==> src/rtl/puf_pkg.sv <==
// rtl/puf_pkg.sv - shared state encoding, default parameters and counter sizing for the PUF evaluator
package puf_pkg;

    typedef enum logic [2:0] {
        ST_IDLE,
        ST_CLEAR,
        ST_LAUNCH,
        ST_SETTLE,
        ST_SAMPLE,
        ST_RESP
    } puf_state_e;

    localparam int CH_W_DEF   = 16;
    localparam int N_CH_DEF   = 4;
    localparam int N_EVAL_DEF = 5;
    localparam int SETTLE_DEF = 4;

    // Bits needed to count 0..n inclusive.
    function automatic int vote_cnt_w(input int n);
        return (n < 1) ? 1 : $clog2(n + 1);
    endfunction

endpackage

==> src/rtl/puf_vote_counter.sv <==
// rtl/puf_vote_counter.sv - one channel's vote counter with majority and unanimity flags
// Flags reflect the count including the sample being added this cycle.
module puf_vote_counter
    import puf_pkg::*;
#(
    parameter int N_EVAL = N_EVAL_DEF
) (
    input  logic clk_i,
    input  logic rst_ni,
    input  logic clr_i,
    input  logic inc_i,
    input  logic bit_i,
    output logic majority_o,
    output logic unanimous_o
);

    localparam int            CW   = vote_cnt_w(N_EVAL);
    localparam logic [CW-1:0] HALF = CW'(N_EVAL / 2);
    localparam logic [CW-1:0] FULL = CW'(N_EVAL);

    logic [CW-1:0] count_q;
    logic [CW-1:0] count_d;

    always_comb begin
        count_d = count_q;
        if (clr_i) begin
            count_d = '0;
        end else if (inc_i && bit_i) begin
            count_d = count_q + CW'(1);
        end
    end

    always_ff @(posedge clk_i or negedge rst_ni) begin
        if (!rst_ni) begin
            count_q <= '0;
        end else begin
            count_q <= count_d;
        end
    end

    assign majority_o  = (count_d > HALF);
    assign unanimous_o = (count_d == '0) || (count_d == FULL);

endmodule

==> src/rtl/puf_eval_ctrl.sv <==
// rtl/puf_eval_ctrl.sv - repeated clear/launch/settle/sample evaluation with majority-voted response
// Optional macro PUF_XOR_EN: rsp_xor carries the registered XOR of rsp_data.
module puf_eval_ctrl
    import puf_pkg::*;
#(
    parameter int CH_W   = CH_W_DEF,
    parameter int N_CH   = N_CH_DEF,
    parameter int N_EVAL = N_EVAL_DEF,
    parameter int SETTLE = SETTLE_DEF
) (
    input  logic            CLK,
    input  logic            RST_N,
    input  logic            req_valid,
    output logic            req_ready,
    input  logic [CH_W-1:0] req_challenge,
    output logic [CH_W-1:0] puf_challenge,
    output logic            puf_clr,
    output logic            puf_launch,
    input  logic [N_CH-1:0] arb_bit,
    output logic            rsp_valid,
    input  logic            rsp_ready,
    output logic [N_CH-1:0] rsp_data,
    output logic [N_CH-1:0] rsp_stable,
    output logic            rsp_xor
);

    localparam int            EW          = vote_cnt_w(N_EVAL);
    localparam int            SW          = vote_cnt_w(SETTLE);
    localparam logic [EW-1:0] EVAL_LAST   = EW'(N_EVAL - 1);
    localparam logic [SW-1:0] SETTLE_LAST = SW'(SETTLE - 1);

    if ((N_EVAL < 1) || ((N_EVAL % 2) == 0)) begin : g_bad_n_eval
        $error("puf_eval_ctrl: N_EVAL must be odd and >= 1");
    end
    if (SETTLE < 1) begin : g_bad_settle
        $error("puf_eval_ctrl: SETTLE must be >= 1");
    end
    if (N_CH < 1) begin : g_bad_n_ch
        $error("puf_eval_ctrl: N_CH must be >= 1");
    end

    puf_state_e      state_q;
    logic            req_ready_q;
    logic [CH_W-1:0] chal_q;
    logic            clr_q;
    logic            launch_q;
    logic            rsp_valid_q;
    logic [N_CH-1:0] rsp_data_q;
    logic [N_CH-1:0] rsp_stable_q;
    logic [EW-1:0]   eval_q;
    logic [SW-1:0]   settle_q;

    logic            accept;
    logic            sample_en;
    logic            last_sample;
    logic [N_CH-1:0] maj;
    logic [N_CH-1:0] una;

    assign accept      = (state_q == ST_IDLE) && req_valid && req_ready_q;
    assign sample_en   = (state_q == ST_SAMPLE);
    assign last_sample = sample_en && (eval_q == EVAL_LAST);

    for (genvar i = 0; i < N_CH; i++) begin : g_ch
        puf_vote_counter #(
            .N_EVAL (N_EVAL)
        ) u_vote (
            .clk_i       (CLK),
            .rst_ni      (RST_N),
            .clr_i       (accept),
            .inc_i       (sample_en),
            .bit_i       (arb_bit[i]),
            .majority_o  (maj[i]),
            .unanimous_o (una[i])
        );
    end

    always_ff @(posedge CLK or negedge RST_N) begin
        if (!RST_N) begin
            state_q      <= ST_IDLE;
            req_ready_q  <= 1'b0;
            chal_q       <= '0;
            clr_q        <= 1'b0;
            launch_q     <= 1'b0;
            rsp_valid_q  <= 1'b0;
            rsp_data_q   <= '0;
            rsp_stable_q <= '0;
            eval_q       <= '0;
            settle_q     <= '0;
        end else begin
            case (state_q)
                ST_IDLE: begin
                    req_ready_q <= 1'b1;
                    if (accept) begin
                        req_ready_q <= 1'b0;
                        chal_q      <= req_challenge;
                        eval_q      <= '0;
                        clr_q       <= 1'b1;
                        state_q     <= ST_CLEAR;
                    end
                end
                ST_CLEAR: begin
                    clr_q    <= 1'b0;
                    launch_q <= 1'b1;
                    state_q  <= ST_LAUNCH;
                end
                ST_LAUNCH: begin
                    settle_q <= '0;
                    state_q  <= ST_SETTLE;
                end
                ST_SETTLE: begin
                    if (settle_q == SETTLE_LAST) begin
                        state_q <= ST_SAMPLE;
                    end else begin
                        settle_q <= settle_q + SW'(1);
                    end
                end
                ST_SAMPLE: begin
                    launch_q <= 1'b0;
                    if (eval_q == EVAL_LAST) begin
                        rsp_valid_q  <= 1'b1;
                        rsp_data_q   <= maj;
                        rsp_stable_q <= una;
                        state_q      <= ST_RESP;
                    end else begin
                        eval_q  <= eval_q + EW'(1);
                        clr_q   <= 1'b1;
                        state_q <= ST_CLEAR;
                    end
                end
                ST_RESP: begin
                    if (rsp_ready) begin
                        rsp_valid_q <= 1'b0;
                        req_ready_q <= 1'b1;
                        state_q     <= ST_IDLE;
                    end
                end
                default: begin
                    state_q <= ST_IDLE;
                end
            endcase
        end
    end

`ifdef PUF_XOR_EN
    logic rsp_xor_q;

    always_ff @(posedge CLK or negedge RST_N) begin
        if (!RST_N) begin
            rsp_xor_q <= 1'b0;
        end else if (last_sample) begin
            rsp_xor_q <= ^maj;
        end
    end

    assign rsp_xor = rsp_xor_q;
`else
    assign rsp_xor = 1'b0;
`endif

    assign req_ready     = req_ready_q;
    assign puf_challenge = chal_q;
    assign puf_clr       = clr_q;
    assign puf_launch    = launch_q;
    assign rsp_valid     = rsp_valid_q;
    assign rsp_data      = rsp_data_q;
    assign rsp_stable    = rsp_stable_q;

endmodule
==> config.mk <==
export PLATFORM = sky130hd
export DESIGN_NAME = puf_eval_ctrl
export DESIGN_NICKNAME = d
export VERILOG_FILES = /design/src/rtl/puf_pkg.sv /design/src/rtl/puf_vote_counter.sv /design/src/rtl/puf_eval_ctrl.sv
export SDC_FILE = /design/constraint.sdc
export NUM_CORES = 1
export LEC_CHECK = 0
export BUFFER_PORTS_ARGS = -buffer_cell sky130_fd_sc_hd__buf_2
export CELL_PAD_IN_SITES_DETAIL_PLACEMENT = 1
export CELL_PAD_IN_SITES_GLOBAL_PLACEMENT = 2
export CORE_UTILIZATION = 30
export CTS_CLUSTER_DIAMETER = 50
export CTS_CLUSTER_SIZE = 14
export DETAILED_ROUTE_END_ITERATION = 8
export MAX_ROUTING_LAYER = met4
export PLACE_DENSITY_LB_ADDON = 0.12
export SLEW_MARGIN = 20
export SYNTH_ARGS = -nofsm -noshare
export SYNTH_HDL_FRONTEND = slang
export SYNTH_SLANG_ARGS = --single-unit
==> constraint.sdc <==
create_clock -name CLK -period 1.6 [get_ports CLK]
set_clock_uncertainty 0.15 [all_clocks]
set_input_delay 0.32 -clock CLK [delete_from_list [all_inputs] [get_ports CLK]]
set_output_delay 0.32 -clock CLK [all_outputs]
set_load 0.1 [all_outputs]
Yosys cells after proc, flatten, opt, wreduce, memory -nomap -nowiden

Cells that the tools add are included.

Register bits: 49
Input bits: 24

Add/subtract/negate cells: 6
$lt $le $gt $ge: 4
Equality and inequality tests: 17
Mux-type cells: 28
Reduce and logical (&&, ||, !) cells: 29

Operator list:

| kind                  | number |
|---|---|
| $mux W3               | 15 |
| $eq A3 B3 Y1 const B  | 7 |
| $add A3 B1 Y3 const B | 6 |
| $pmux W3 S6           | 1 |
| $logic_not A3 Y1      | 5 |
| $gt A3 B2 Y1 const B  | 4 |
| $ne A2 B2 Y1 const B  | 6 |
| $pmux W3 S2           | 2 |
| $reduce_and A3 Y1     | 4 |
| $reduce_bool A2 Y1    | 5 |
| $eq A3 B2 Y1 const B  | 3 |
| $reduce_and A2 Y1     | 4 |
| $logic_and A1 B1 Y1   | 6 |
| $mux W1               | 6 |
| $pmux W1 S2           | 3 |
| $logic_or A1 B1 Y1    | 4 |
| $eq A3 B1 Y1 const B  | 1 |
| $pmux W1 S3           | 1 |
| $reduce_bool A3 Y1    | 1 |

Longest topological paths before layout

Word-level depth: 6
Gate-level depth with buffers: 8
Depth with buffers taken out: 6

Cells and area by module

A second synthesis with hierarchy kept.

Cell total of the unflattened synthesis: 204
Area total of the unflattened synthesis: 2,412.3 um^2

Modules (own cells, without submodules):

| module                                | times used | cells an instance | area each (um^2) | seq. area each (um^2) |
|---|---|---|---|---|
| puf_eval_ctrl                         | 1          | 126               | 1,659.1          | 925.9 |
| puf_vote_counter (g_ch[1].u_vote ...) | 3          | 19                | 187.7            | 75.1 |
| puf_vote_counter (g_ch[0].u_vote)     | 1          | 21                | 190.2            | 75.1 |

Least setup slack after synthesis

No wires, ideal clock.

Kind: reg2reg
Start: reg req_ready_q (netlist: req_ready)
End: reg chal_q[0] (netlist: puf_challenge[0])
Arrival time: 1.913 ns
Required time: 1.325 ns
Path slack: -0.589 ns
Stages on the path, launching flop included: 5
Buffers on the path: 1
Period minus slack after synthesis: 2.189 ns
Path through: dfrtp_1 > nand2_1 > nor4_4 > buf_4 > mux2_2

Cells in the longest elaborated chain, start to end: 2

RTL lines:

| what                               | line                | RTL |
|---|---|---|
| start: declaration                 | puf_eval_ctrl.sv:43 | `logic req_ready_q;` |
| start signal: assignment           | puf_eval_ctrl.sv:80 | `req_ready_q <= 1'b0;` |
| start signal: assignment           | puf_eval_ctrl.sv:92 | `req_ready_q <= 1'b1;` |
| start signal: assignment           | puf_eval_ctrl.sv:94 | `req_ready_q <= 1'b0;` |
| $logic_and A1 B1 Y1                | puf_eval_ctrl.sv:59 | `assign accept = (state_q == ST_IDLE) && req_valid && req_ready_q;` |
| $reduce_and A2 Y1 (no source line) | n/a                 |  |
| end signal: assignment             | puf_eval_ctrl.sv:95 | `chal_q <= req_challenge;` |
| end: declaration                   | puf_eval_ctrl.sv:44 | `logic [CH_W-1:0] chal_q;` |

Every way passes these cells.
A chain may end at the register's enable or synchronous reset.

Final worst setup path

Start: reg state_q[1]
End: reg chal_q[2] (netlist: puf_challenge[2])

Cells in the longest elaborated chain, start to end: 4

RTL lines:

| what                                 | line                                     | RTL |
|---|---|---|
| start: declaration                   | puf_eval_ctrl.sv:42                      | `puf_state_e state_q;` |
| start signal: assignment             | puf_eval_ctrl.sv:79                      | `state_q <= ST_IDLE;` |
| start signal: assignment             | puf_eval_ctrl.sv:98                      | `state_q <= ST_CLEAR;` |
| start signal: assignment             | puf_eval_ctrl.sv:104                     | `state_q <= ST_LAUNCH;` |
| $logic_not A3 Y1 *                   | puf_eval_ctrl.sv:59, puf_eval_ctrl.sv:90 |  |
| $logic_and A1 B1 Y1 (2 in a row)     | puf_eval_ctrl.sv:59                      |  |
| $reduce_and A2 Y1 (no source line) * | n/a                                      |  |

Mark *: on every way between the ends. The rest lies on a longest branch, timed or not.

==> summary.md <==
The run gives -0.0803 ns as the final critical-path setup slack. By area the synthesized netlist is led by dfrtp_1 49%, mux2_2 7.6%, ha_1 4.0%, xnor2_1 3.8%, nor2_1 3.6%. The detail route stage leaves a number of antenna-violating nets equal to 0. After synthesis, the most frequently instantiated cells are 49 x dfrtp_1, 24 x nor2_1, 22 x nand2_1. Die boundary height: 93.6 um. The setup path with the least slack is of type reg -> reg. For the worst-skew pair, the clock arrives at the later sink with an insertion delay of 0.30 ns. Summing all placed instances gives a cell area of 0.00314 sq mm.

The wire length of the first global-routing pass was 9670 um. The CTS clock-pin slew for the worst setup and hold paths was 0.10 ns. The worst hold margin is 0.0886 ns. In this run the core area contains 33 standard-cell rows. The number of endpoints failing setup at the final stage came out at 22. TritonCTS built the clock tree. The count of endpoints failing hold in the final timing report was 0.

STA classifies the critical path endpoint as a flop. After the first detailed-routing iteration, the DRC count stood at 35. Via density per instance: 4.61.

The cell taking the most area after synthesis was dfrtp_1. In this run the tool buffered the top-level ports with 51 buffer cells. The clock tree synthesis step divided the H-tree into 2 levels. The largest individual stage delay along the critical path comes from the cell dfrtp_2. In the final timing run, aggregate negative setup slack is -1.14 ns. Counting instances, the worst hold path has a depth of 2. Along the worst path, the maximum fanout reaches 7. STA classifies the critical path startpoint as a flop. For the post-synthesis net count, the log shows 266. The die is 93.6 um wide. The max-capacitance violation count was 0.

Entering global routing, the biggest net connects 50 pins. After detailed routing, the number of remaining DRC violations is 0. The share of synthesized area occupied by flip-flops and latches came out at 48.7%. Setup repair after global routing could not meet its margin everywhere. The tools report the endpoint of the worst hold-timing path as puf_challenge[5]. The critical path goes through nor4_4, buf_6, clkbuf_16, mux2_4. In this design, the stage delay of the slowest critical-path cell is 0.48 ns.

Cells fill 44.7% of the core in the end. The worst register-to-register path begins at state_q[1]. The standby leakage power was 1.74 nW. The warning count from the yosys run is 0, and the share of layout cells above drive strength 1 is 52.1%.

The logs give 2039 for the via count of the first global-routing pass and 4110 um for the half-perimeter wire length after placement. The endpoint identified for the worst register-to-register timing path is puf_challenge[2]. The run finished, with violations left. The final critical path takes up 105% of the cycle. Yosys instantiated no cell more often than dfrtp_1. The wire length per cell works out to 14.2 um. The startpoint of the worst hold path was req_challenge[5]. Number of register bits inferred by synthesis: 49. The initial utilization of the core area, before any placement, comes to 30.8%. Once layout is done, the placed cells without fillers occupy 0.00366 sq mm.

The logs give 0.754 for the final weighted congestion in routability-driven placement and 0.00818 sq mm for the floorplan core area. Summed over its instances, the top area cell type makes up 48.7% of the synthesized netlist area. The number of cells on the worst reg-to-reg path was 4. The run gives 0.00876 sq mm as the area of the die.

Derived from the worst setup path, the maximum achievable clock frequency is 595 MHz. The count of final max-slew check failures is 0. Top flip-flop cell by instance count after synthesis: dfrtp_1.

The netlist uses 38 different library cells. The tools report the number of placed I/O pins as 53. Peak ir drop on the vdd network: 956 uV. For flop-to-flop paths, the worst setup slack is -0.08 ns. The post-layout minimum cycle time was 1.68 ns; the worst endpoint required time was 1.65 ns. The share of flip-flops with an asynchronous set or reset was 100%.

The clock tree root buffer cell is clkbuf_8. Across every metal layer, demand over resource in global routing totals 14.7%. Synthesis produced 234 cells. The power density over the cells was 2070 mW/mm^2; the number of flops mapped to enable cells by yosys was 0. The final reports fail on negative setup slack. The total vias in the final route is 2004, and the critical path arrival is 1.73 ns. The cell area that synthesis handed to floorplanning was 0.00252 sq mm.

The number of antenna diodes in the final layout is 0. For the number of clock sinks, the log shows 49. The clock passes through at most 2 buffers.

The mean cell area of the mapped netlist works out to 10.8 sq um. TritonCTS created 5 clock buffers. The path class of the tightest hold or removal check is in -> reg. The logs give 4 for the number of search-and-repair iterations in the first detailed-routing pass and 408 for the cell total after placement.

The total overflow left after global routing is 0. The final layout contains 361 nets. The total routed wirelength came out at 6190 um. Initial antenna violation count: 0.

Leaving out filler cells and counting taps, the final layout contains 435. The post-synthesis to final-layout area growth is 45.2%.
==> power breakdown <==
part	switching (mW)	internal, mW
logic	3.11	1.51
registers	0.352	1.70
clock network	0.439	0.468
total	3.90	3.68
==> critical path, delay by kind of cell (launching register included) <==
kind	cells	cell delay (ns)
flip-flops	1	0.48
buffers and inverters	2	0.33
AND/OR/NAND/NOR	1	0.31
multiplexers	1	0.29
==> cells by family after synthesis <==
| kind of cell | after synthesis | share of synthesized area, % |
|---|---|---|
| DFF | 49 | 48.7 |
| AOI/OAI and AO/OA | 40 | 10.2 |
| and+or+nand+nor | 71 | 15.2 |
| other | 1 | 0.149 |
| muxes | 21 | 9.19 |
| buffers and inverters | 27 | 6.66 |
| adders and majority gates | 8 | 3.98 |
| xor gates and xnor gates | 17 | 5.91 |
==> metrics by stage <==
stage | setup WS (ns) | total power, mW
after floorplan | -0.105 | 5.37
after global placement | -0.0462 | 6.24
after detailed placement | -0.0838 | 6.29
after CTS | -0.0684 | 7.35
after global routing | -0.109 | 8.02
final | -0.0803 | 7.58
==> worst max-delay path by stage <==
| stage | start | end | slack [ns] | cells past startpoint |
|---|---|---|---|---|
| floorplan | req_ready | puf_challenge[10] | -0.11 | 4 |
| global placement | state_q[1] | puf_challenge[0] | -0.05 | 3 |
| detailed placement | state_q[1] | puf_challenge[15] | -0.08 | 3 |
| CTS | req_ready | puf_challenge[15] | -0.07 | 4 |
| global route | state_q[1] | puf_challenge[11] | -0.11 | 4 |
| finish | state_q[1] | puf_challenge[2] | -0.08 | 4 |
==> sequential cells by signal, summed over array words and instances (netlist names), 3 cells and up <==
| signal | cells |
|---|---|
| puf_challenge | 16 |
| g_ch.u_vote.count_q | 12 |
| eval_q | 3 |
| settle_q | 3 |
| rsp_data | 4 |
| state_q | 3 |
| rsp_stable | 4 |
==> cell type report <==
type	count	area, sq um
fill	908	4520
multi-input combinational	158	1310
sequential	49	1230
timing repair buffer	102	821
tap	105	131
clock buffer	5	68.8
inverter	13	48.8
clock inverter	3	46.3
==> metal layers <==
metal	vias up	routed length, um	global-route usage [%]	part of all wire (%)
li1	981	-	-	-
met1	987	2900	18.7	47
met2	34	3080	24.3	50
met3	2	176	2.93	2.8
met4	0	37	3.08	0.60
met5	-	0	-	0
==> cells in the final DEF (no fill, tap or decap), types with 4 or more instances in the layout <==
cell type and n:
a31oi_1 5, buf_6 8, o21ai_0 7, o21ai_2 6
a21oi_1 5, nand2_1 13, clkbuf_4 21, dfrtp_1 45
ha_1 7, mux2_2 4, nand2_2 10, mux2_4 13
nor2_1 23, inv_1 11, o22ai_1 5, xnor2_1 11
buf_12 4, and4bb_4 4, buf_2 28, o21ai_1 5
buf_4 37, a221oi_2 4, xor2_1 4, clkbuf_8 5
==> timing repair <==
action | 4_1_cts | 5_1_grt
setup buffers | 7 | 7
hold buffers | 1 | 0
pin swaps | 9 | 12
gates resized for setup | 20 | 50
endpoints found under the setup margin | 31 | 53
gates cloned | 1 | 3
endpoints found under the hold margin | 49 | 0
Power figures use the tool's default switching activity.
